File: config.mk
export PLATFORM = sky130hd
export DESIGN_NAME = level_processor
export DESIGN_NICKNAME = d
export VERILOG_FILES = /design/src/rtl/lvl_pkg.sv /design/src/rtl/bin2bcd_seq.sv /design/src/rtl/level_processor.sv
export SDC_FILE = /design/constraint.sdc
export NUM_CORES = 1
export LEC_CHECK = 0
export ABC_AREA = 1
export CAP_MARGIN = 20
export CELL_PAD_IN_SITES_DETAIL_PLACEMENT = 1
export CELL_PAD_IN_SITES_GLOBAL_PLACEMENT = 1
export CORE_ASPECT_RATIO = 1.5
export CORE_MARGIN = 4
export CORE_UTILIZATION = 40
export CTS_BUF_LIST = sky130_fd_sc_hd__clkbuf_4 sky130_fd_sc_hd__clkbuf_8 sky130_fd_sc_hd__clkbuf_16
export DETAILED_ROUTE_END_ITERATION = 12
export GPL_ROUTABILITY_DRIVEN = 0
export MAX_ROUTING_LAYER = met4
export PLACE_DENSITY_LB_ADDON = 0.1
export SLEW_MARGIN = 20
export SYNTH_ARGS = -nofsm -noshare
export SYNTH_HDL_FRONTEND = slang
export SYNTH_SLANG_ARGS = --single-unit
export TNS_END_PERCENT = 100
File: constraint.sdc
create_clock -name clk_100MHz -period 3.2 [get_ports clk_100MHz]
set_clock_uncertainty 0.1 [all_clocks]
set_input_delay 0.64 -clock clk_100MHz [delete_from_list [all_inputs] [get_ports clk_100MHz]]
set_output_delay 0.64 -clock clk_100MHz [all_outputs]
set_load 0.005 [all_outputs]
File: src/rtl/lvl_pkg.sv
// Shared types and constants for the level processing slice:
// FSM state encoding, BCD geometry and the double-dabble nibble adjust.
package lvl_pkg;

  typedef enum logic [1:0] {
    IDLE   = 2'd0,
    CONV   = 2'd1,
    UPDATE = 2'd2
  } lvl_state_e;

  localparam int BCD_DIGITS    = 3;
  localparam int NIBBLE_W      = 4;
  localparam int BCD_W         = BCD_DIGITS * NIBBLE_W;
  localparam int MAX_LEVEL_DEF = 999;

  function automatic logic [NIBBLE_W-1:0] add3(
    input logic [NIBBLE_W-1:0] n
  );
    return (n >= 4'd5) ? n + 4'd3 : n;
  endfunction

endpackage

File: src/rtl/bin2bcd_seq.sv
// Iterative double-dabble: one adjust+shift per clock, WIDTH clocks.
// Ports: clk_100MHz, reset, start, bin, done (1-cycle pulse), bcd.
module bin2bcd_seq
  import lvl_pkg::*;
#(
  parameter int WIDTH = 10
) (
  input  logic             clk_100MHz,
  input  logic             reset,
  input  logic             start,
  input  logic [WIDTH-1:0] bin,
  output logic             done,
  output logic [BCD_W-1:0] bcd
);

  localparam int SW = BCD_W + WIDTH;
  localparam int CW = $clog2(WIDTH + 1);

  logic [SW-1:0] sh_q;
  logic [SW-1:0] adj;
  logic [CW-1:0] cnt_q;
  logic          run_q;

  always_comb begin
    adj = sh_q;
    for (int d = 0; d < BCD_DIGITS; d++) begin
      adj[WIDTH+NIBBLE_W*d +: NIBBLE_W] =
        add3(sh_q[WIDTH+NIBBLE_W*d +: NIBBLE_W]);
    end
  end

  always_ff @(posedge clk_100MHz) begin
    if (reset) begin
      sh_q  <= '0;
      cnt_q <= '0;
      run_q <= 1'b0;
      done  <= 1'b0;
    end else begin
      done <= 1'b0;
      if (start) begin
        sh_q  <= {{BCD_W{1'b0}}, bin};
        cnt_q <= '0;
        run_q <= 1'b1;
      end else if (run_q) begin
        sh_q  <= {adj[SW-2:0], 1'b0};
        cnt_q <= cnt_q + 1'b1;
        if (cnt_q == CW'(WIDTH - 1)) begin
          run_q <= 1'b0;
          done  <= 1'b1;
        end
      end
    end
  end

  assign bcd = sh_q[SW-1:WIDTH];

endmodule

File: src/rtl/level_processor.sv
// Samples the level, validates it against the thresholds, converts to BCD.
// Ports: clk_100MHz, reset, sample_en, level_raw, thr_hi, thr_lo in;
// data_h/t/u, GOET, LOET, input_error, busy, valid out (all registered).
module level_processor
  import lvl_pkg::*;
#(
  parameter int WIDTH     = 10,
  parameter int MAX_LEVEL = MAX_LEVEL_DEF
) (
  input  logic             clk_100MHz,
  input  logic             reset,
  input  logic             sample_en,
  input  logic [WIDTH-1:0] level_raw,
  input  logic [WIDTH-1:0] thr_hi,
  input  logic [WIDTH-1:0] thr_lo,
  output logic [3:0]       data_h,
  output logic [3:0]       data_t,
  output logic [3:0]       data_u,
  output logic             GOET,
  output logic             LOET,
  output logic             input_error,
  output logic             busy,
  output logic             valid
);

  localparam logic [WIDTH-1:0] MAX_W = WIDTH'(MAX_LEVEL);

  lvl_state_e       state_q, state_d;
  logic             start;
  logic             do_update;
  logic             conv_done;
  logic [BCD_W-1:0] bcd;
  logic [WIDTH-1:0] lvl_q, hi_q, lo_q;
  logic             err;

  bin2bcd_seq #(
    .WIDTH(WIDTH)
  ) u_bcd (
    .clk_100MHz(clk_100MHz),
    .reset     (reset),
    .start     (start),
    .bin       (level_raw),
    .done      (conv_done),
    .bcd       (bcd)
  );

  always_ff @(posedge clk_100MHz) begin
    if (reset) state_q <= IDLE;
    else       state_q <= state_d;
  end

  always_comb begin
    state_d   = state_q;
    start     = 1'b0;
    do_update = 1'b0;
    unique case (state_q)
      IDLE: begin
        if (sample_en) begin
          start   = 1'b1;
          state_d = CONV;
        end
      end
      CONV: begin
        if (conv_done) state_d = UPDATE;
      end
      UPDATE: begin
        do_update = 1'b1;
        state_d   = IDLE;
      end
      default: state_d = IDLE;
    endcase
  end

  // Snapshot frozen for the whole conversion; live inputs are ignored.
  always_ff @(posedge clk_100MHz) begin
    if (reset) begin
      lvl_q <= '0;
      hi_q  <= '0;
      lo_q  <= '0;
    end else if (start) begin
      lvl_q <= level_raw;
      hi_q  <= thr_hi;
      lo_q  <= thr_lo;
    end
  end

  // lo < hi guarantees GOET and LOET can never be set together.
  assign err = (lvl_q > MAX_W) || (lo_q >= hi_q);

  always_ff @(posedge clk_100MHz) begin
    if (reset) begin
      data_h      <= '0;
      data_t      <= '0;
      data_u      <= '0;
      GOET        <= 1'b0;
      LOET        <= 1'b0;
      input_error <= 1'b0;
      busy        <= 1'b0;
      valid       <= 1'b0;
    end else begin
      valid <= do_update;
      if (start) busy <= 1'b1;
      if (do_update) begin
        busy <= 1'b0;
        if (err) begin
          GOET        <= 1'b0;
          LOET        <= 1'b0;
          input_error <= 1'b1;
        end else begin
          data_h      <= bcd[11:8];
          data_t      <= bcd[7:4];
          data_u      <= bcd[3:0];
          GOET        <= lvl_q >= hi_q;
          LOET        <= lvl_q <= lo_q;
          input_error <= 1'b0;
        end
      end
    end
  end

endmodule

---- Word-level counts from Yosys, hierarchy flattened ----
Cells that the tools add are included.
operators by class
  add/sub/neg operators ................... 4
  order comparisons ....................... 7
  equal/unequal tests ..................... 5
  mux-type cells .......................... 18
  bitwise operators ....................... 2
  reduce and logical (&&, ||, !) cells .... 8
operators by type and width
  operator                number
  $ge A10 B10 Y1          2
  $mux W10                2
  $ge A4 B3 Y1 const B    3
  $gt A10 B10 Y1 const B  1
  $le A10 B10 Y1          1
  $mux W1                 10
  $add A4 B2 Y4 const B   2
  $mux W4                 2
  $add A4 B1 Y4 const B   1
  $eq A4 B4 Y1 const B    1
  $mux W2                 2
  $pmux W2 S2             1
  $reduce_and A2 Y1       2
  $reduce_or A2 Y1        2
  $add A3 B2 Y3 const B   1
  $mux W3                 1
  $reduce_or A3 Y1        1
  $eq A2 B1 Y1 const B    1
  $eq A2 B2 Y1 const B    1
  $logic_not A2 Y1        1
  $ne A2 B1 Y1 const B    1
  $ne A2 B2 Y1 const B    1
  $not A1 Y1              2
  $reduce_bool A2 Y1      1
  $logic_or A1 B1 Y1      1
word-level totals
  register bits ........................... 77
  input bits .............................. 33
  output and inout bits ................... 17
  logic and storage cells ................. 61

---- Depth between registers and ports, before layout ----
  depth after elaboration ................. 4
  gate-level depth with buffers ........... 15
  gate-level depth less buffers ........... 14

---- Hierarchy ----
Synthesis repeated with hierarchy kept, for this count alone.
unflattened totals
  cell total of the unflattened synthesis .. 530
  area total of the unflattened synthesis .. 3,982.6 um^2
by module, submodules not included
  module           instances  cells each  area an instance (um^2)  sequential area each (um^2)
  level_processor  1          344         2,617.5                  980.9
  bin2bcd_seq      1          186         1,365.1                  560.5

---- Worst setup path after synthesis ----
OpenSTA, ideal clock, no wires.
  path kind ............................... register to register
  start ................................... register hi_q[5]
  end ..................................... register data_h[1]
  library setup time ...................... 0.115 ns
  arrival time ............................ 1.431 ns
  required time ........................... 2.985 ns
  path slack .............................. 1.554 ns
  cell stages (with the launch flop) ...... 14
  path buffers ............................ 1
  period minus slack after synthesis ...... 1.646 ns
  cells stage by stage .................... dfxtp_1 > inv_1 > ha_1 > nand2_1 > inv_1 > a21oi_1 > nand2_1 > nand2_1 > nand2_1 > nand2_2 > buf_6 > nand3_1 > nand2_1 > nor2_1
on the way
  longest elaborated chain between the ends .. 4
ends and longest elaborated chain
  item                                RTL line                text
  from (decl)                         level_processor.sv:33   logic [WIDTH-1:0] lvl_q, hi_q, lo_q;
  from (signal assigned)              level_processor.sv:82   hi_q <= thr_hi;
  $ge A10 B10 Y1                      level_processor.sv:88   assign err = (lvl_q > MAX_W) || (lo_q >= hi_q);
  $logic_or A1 B1 Y1                  level_processor.sv:88
  $not A1 Y1 (no source line)         -
  $reduce_and A2 Y1 (no source line)  -
  to (signal assigned)                level_processor.sv:110  data_h <= bcd[11:8];
  to (decl)                           level_processor.sv:16   output logic [3:0] data_h,
Every way passes these cells.
A chain may end at the register's enable or synchronous reset.

---- Worst setup path in the final report ----
  start ................................... register hi_q[3]
  end ..................................... register data_t[2]
on the way
  longest elaborated chain between the ends .. 4
ends and longest elaborated chain
  item                                RTL line                text
  $ge A10 B10 Y1                      level_processor.sv:88
  $logic_or A1 B1 Y1                  level_processor.sv:88
  $not A1 Y1 (no source line)         -
  $reduce_and A2 Y1 (no source line)  -
  to (signal assigned)                level_processor.sv:111  data_t <= bcd[7:4];
  to (decl)                           level_processor.sv:17   output logic [3:0] data_t,
Every way passes these cells.

==> results.json <==
{
  "ys_top_cells_by_count": "dfxtp_1, nand2_1, inv_1, a21oi_1, o21ai_0",
  "post_cts_buffers": 0,
  "rsz0062_at_grt": "false",
  "cts_inserted_buffers": 9,
  "async_reset_ff_share_pct": 0,
  "ir_drop_v": 0.000318,
  "die-area_mm2": 0.0113,
  "total_power_w": 0.00236,
  "cp.required_ns": 3.33,
  "fin_nets": 605,
  "synth-seq-area-share_pct": 40.1,
  "slew_headroom_pct": 39.0,
  "setup_violations": 0,
  "synth_edf_count": 0,
  "n_fill_cell": 1147,
  "antenna_found_initial": 0,
  "drt_first_pass_iters": 4,
  "start_util_pct": 41.3,
  "wl_per_cell_um": 15.7,
  "stdcell_area_mm2": 0.00465,
  "fmax_mhz": 462,
  "fin_tns_setup_ns": 0,
  "cts_resized": 0,
  "antenna_left": 0,
  "path_max_fanout": 26,
  "placed_area_mm2": 0.00437,
  "cp-start-kind": "register",
  "path_class": "reg -> reg",
  "first_global_vias": 3647,
  "grt-ovfl-total": 0,
  "synth_cells": 491,
  "cts_tree": "built",
  "drive_gt1_share_pct": 7.42,
  "ios": 50,
  "insertedDiodeCount": 0,
  "synth_area_leaders": "dfxtp_1, ha_1, nand2_1",
  "htree_levels": 3,
  "cts_max_path_buffers": 2,
  "min_from": "u_bcd.done",
  "drc_errors": 0,
  "num_rows": 43,
  "root_buffer": "clkbuf_16",
  "cts_sinks": 77,
  "leakage_nw": 1.99,
  "tightest_slew_ns": 0.915,
  "timing.final.crit_share_pct": 67.6,
  "synth.distinct_cells": 35,
  "r2r-start": "hi_q[3]",
  "hold_class": "reg -> reg",
  "drt_iter0_drc": 99,
  "synth_area_mm2": 0.00384,
  "hold_viol_final": 0,
  "synth_top_flop_cell": "dfxtp_1",
  "cap_viol_max_count": 0,
  "yosys.area.top_type": "dfxtp_1",
  "status": "finished clean",
  "die_h_um": 128,
  "groute.usage.overall_pct": 20.1,
  "core_area_mm2": 0.00931,
  "powerDensity_mw_per_mm2": 509,
  "final_max_slew_viol_count": 0,
  "clk_pin_slew_worst_paths_ns": 0.06,
  "crit_arrival_ns": 2.30,
  "holdWs_ns": 0.344,
  "startpoint": "hi_q[3]",
  "yosys_warnings": 0,
  "port_buffers": 49,
  "viasPerCell": 5.24,
  "vias": 3408,
  "grt_pass1_wl_um": 17100,
  "dp_hpwl_um": 7620,
  "syn_to_final_growth_pct": 21.0,
  "die_x_um": 88.0,
  "clock_latency_ns": 0.34,
  "synth_top_area_share_pct": 40.1,
  "syn_area_per_cell_um2": 7.83,
  "period_needed_ns": 2.16,
  "routed_wl_um": 10200,
  "cts_hold_buf": 0,
  "synthesis.nets": 562,
  "grt_start_max_net_pins": 49,
  "cp-end-kind": "register",
  "synth-seq-cells": 77
}
logic make-up (layout without fill, tap and decap cells):
group           count (synthesis)  in the layout  synth area share, %
compound gates                122            122                 17.8
xor+xnor                        5              5                 1.14
fa+ha+maj                      38             38                 12.4
buf+inv                        89            137                 10.4
flops                          77             77                 40.1
simple gates                  160            160                 18.2
final cells by class:
class / count / area, um2 / share of cell area (%)
tap: 112 / 140 / 3.01
clock buffer: 11 / 246 / 5.30
multi-input combinational: 325 / 1900 / 40.9
clock inverter: 5 / 35.0 / 0.754
inverter: 66 / 248 / 5.33
sequential: 77 / 1540 / 33.2
timing repair buffer: 55 / 536 / 11.5
worst max-delay path, cell delays in order, from the launching register on:
cell and delay (ns):
dfxtp_1 0.31, inv_1 0.08, ha_1 0.32, nand2_1 0.07, nand2_1 0.05, a21oi_1 0.13, nand2_1 0.12, nand2_1 0.08
nand2_1 0.06, nand2_2 0.41, nand3_1 0.16, nand2_1 0.11, nor2_1 0.04
flip-flops by register name, summed over array words and instances, names as in the netlist:
signal       count
GOET             1
LOET             1
busy             1
data_h           4
data_t           4
data_u           4
hi_q            10
input_error      1
lo_q            10
lvl_q           10
state_q          2
u_bcd.cnt_q      4
u_bcd.done       1
u_bcd.run_q      1
u_bcd.sh_q      22
valid            1
final timing paths:
check,endpoint,slack [ns],depth (start not counted)
worst min register to register,state_q[1],0.34,2
worst max register to register,data_t[2],1.04,12
worst min-delay path,state_q[1],0.34,2
worst max-delay path,data_t[2],1.04,12
report_power, final:
part / switching (W) / internal, W / leakage (nW)
Sequential: 0.0000303 / 0.00101 / 0.630
Clock: 0.000412 / 0.000556 / 0.139
Combinational: 0.000222 / 0.000139 / 1.23
Total: 0.000664 / 0.00170 / 1.99
per-stage QoR:
stage | util [%] | setup WS, ns | cells
global route | 49.9 | 0.808 | 651
finish | 49.9 | 1.04 | 651
global placement | 46.9 | 0.825 | 635
CTS | 49.9 | 1.01 | 651
detailed placement | 46.9 | 0.730 | 635
floorplan | - | 1.55 | 491
cell usage in the layout, fill, tap and decap left out, types with 3 or more instances in the layout:
master | netlist | layout
dfxtp_1 | 77 | 77
nand2_1 | 77 | 77
inv_1 | 62 | 62
a21oi_1 | 51 | 51
clkdlybuf4s50_1 | 0 | 49
o21ai_0 | 46 | 46
nand3_1 | 38 | 38
ha_1 | 38 | 38
nor2_1 | 30 | 30
clkbuf_16 | 0 | 9
buf_4 | 1 | 6
a21oi_2 | 5 | 5
xor2_1 | 5 | 5
inv_2 | 4 | 4
nand4_1 | 4 | 4
a31oi_1 | 4 | 4
o31ai_1 | 3 | 3
o21a_1 | 3 | 3
or2_2 | 3 | 3
o2bb2ai_1 | 3 | 3
per-layer routing:
layer	part of all wire (%)	wire length [um]	GRT usage, %
met2	56	5670	36.7
met3	2.8	284	4.05
met1	39	3980	20.4
met4	2.6	267	8.45
met5	0	0	-
Note: power is estimated with default switching activity, not from simulation.
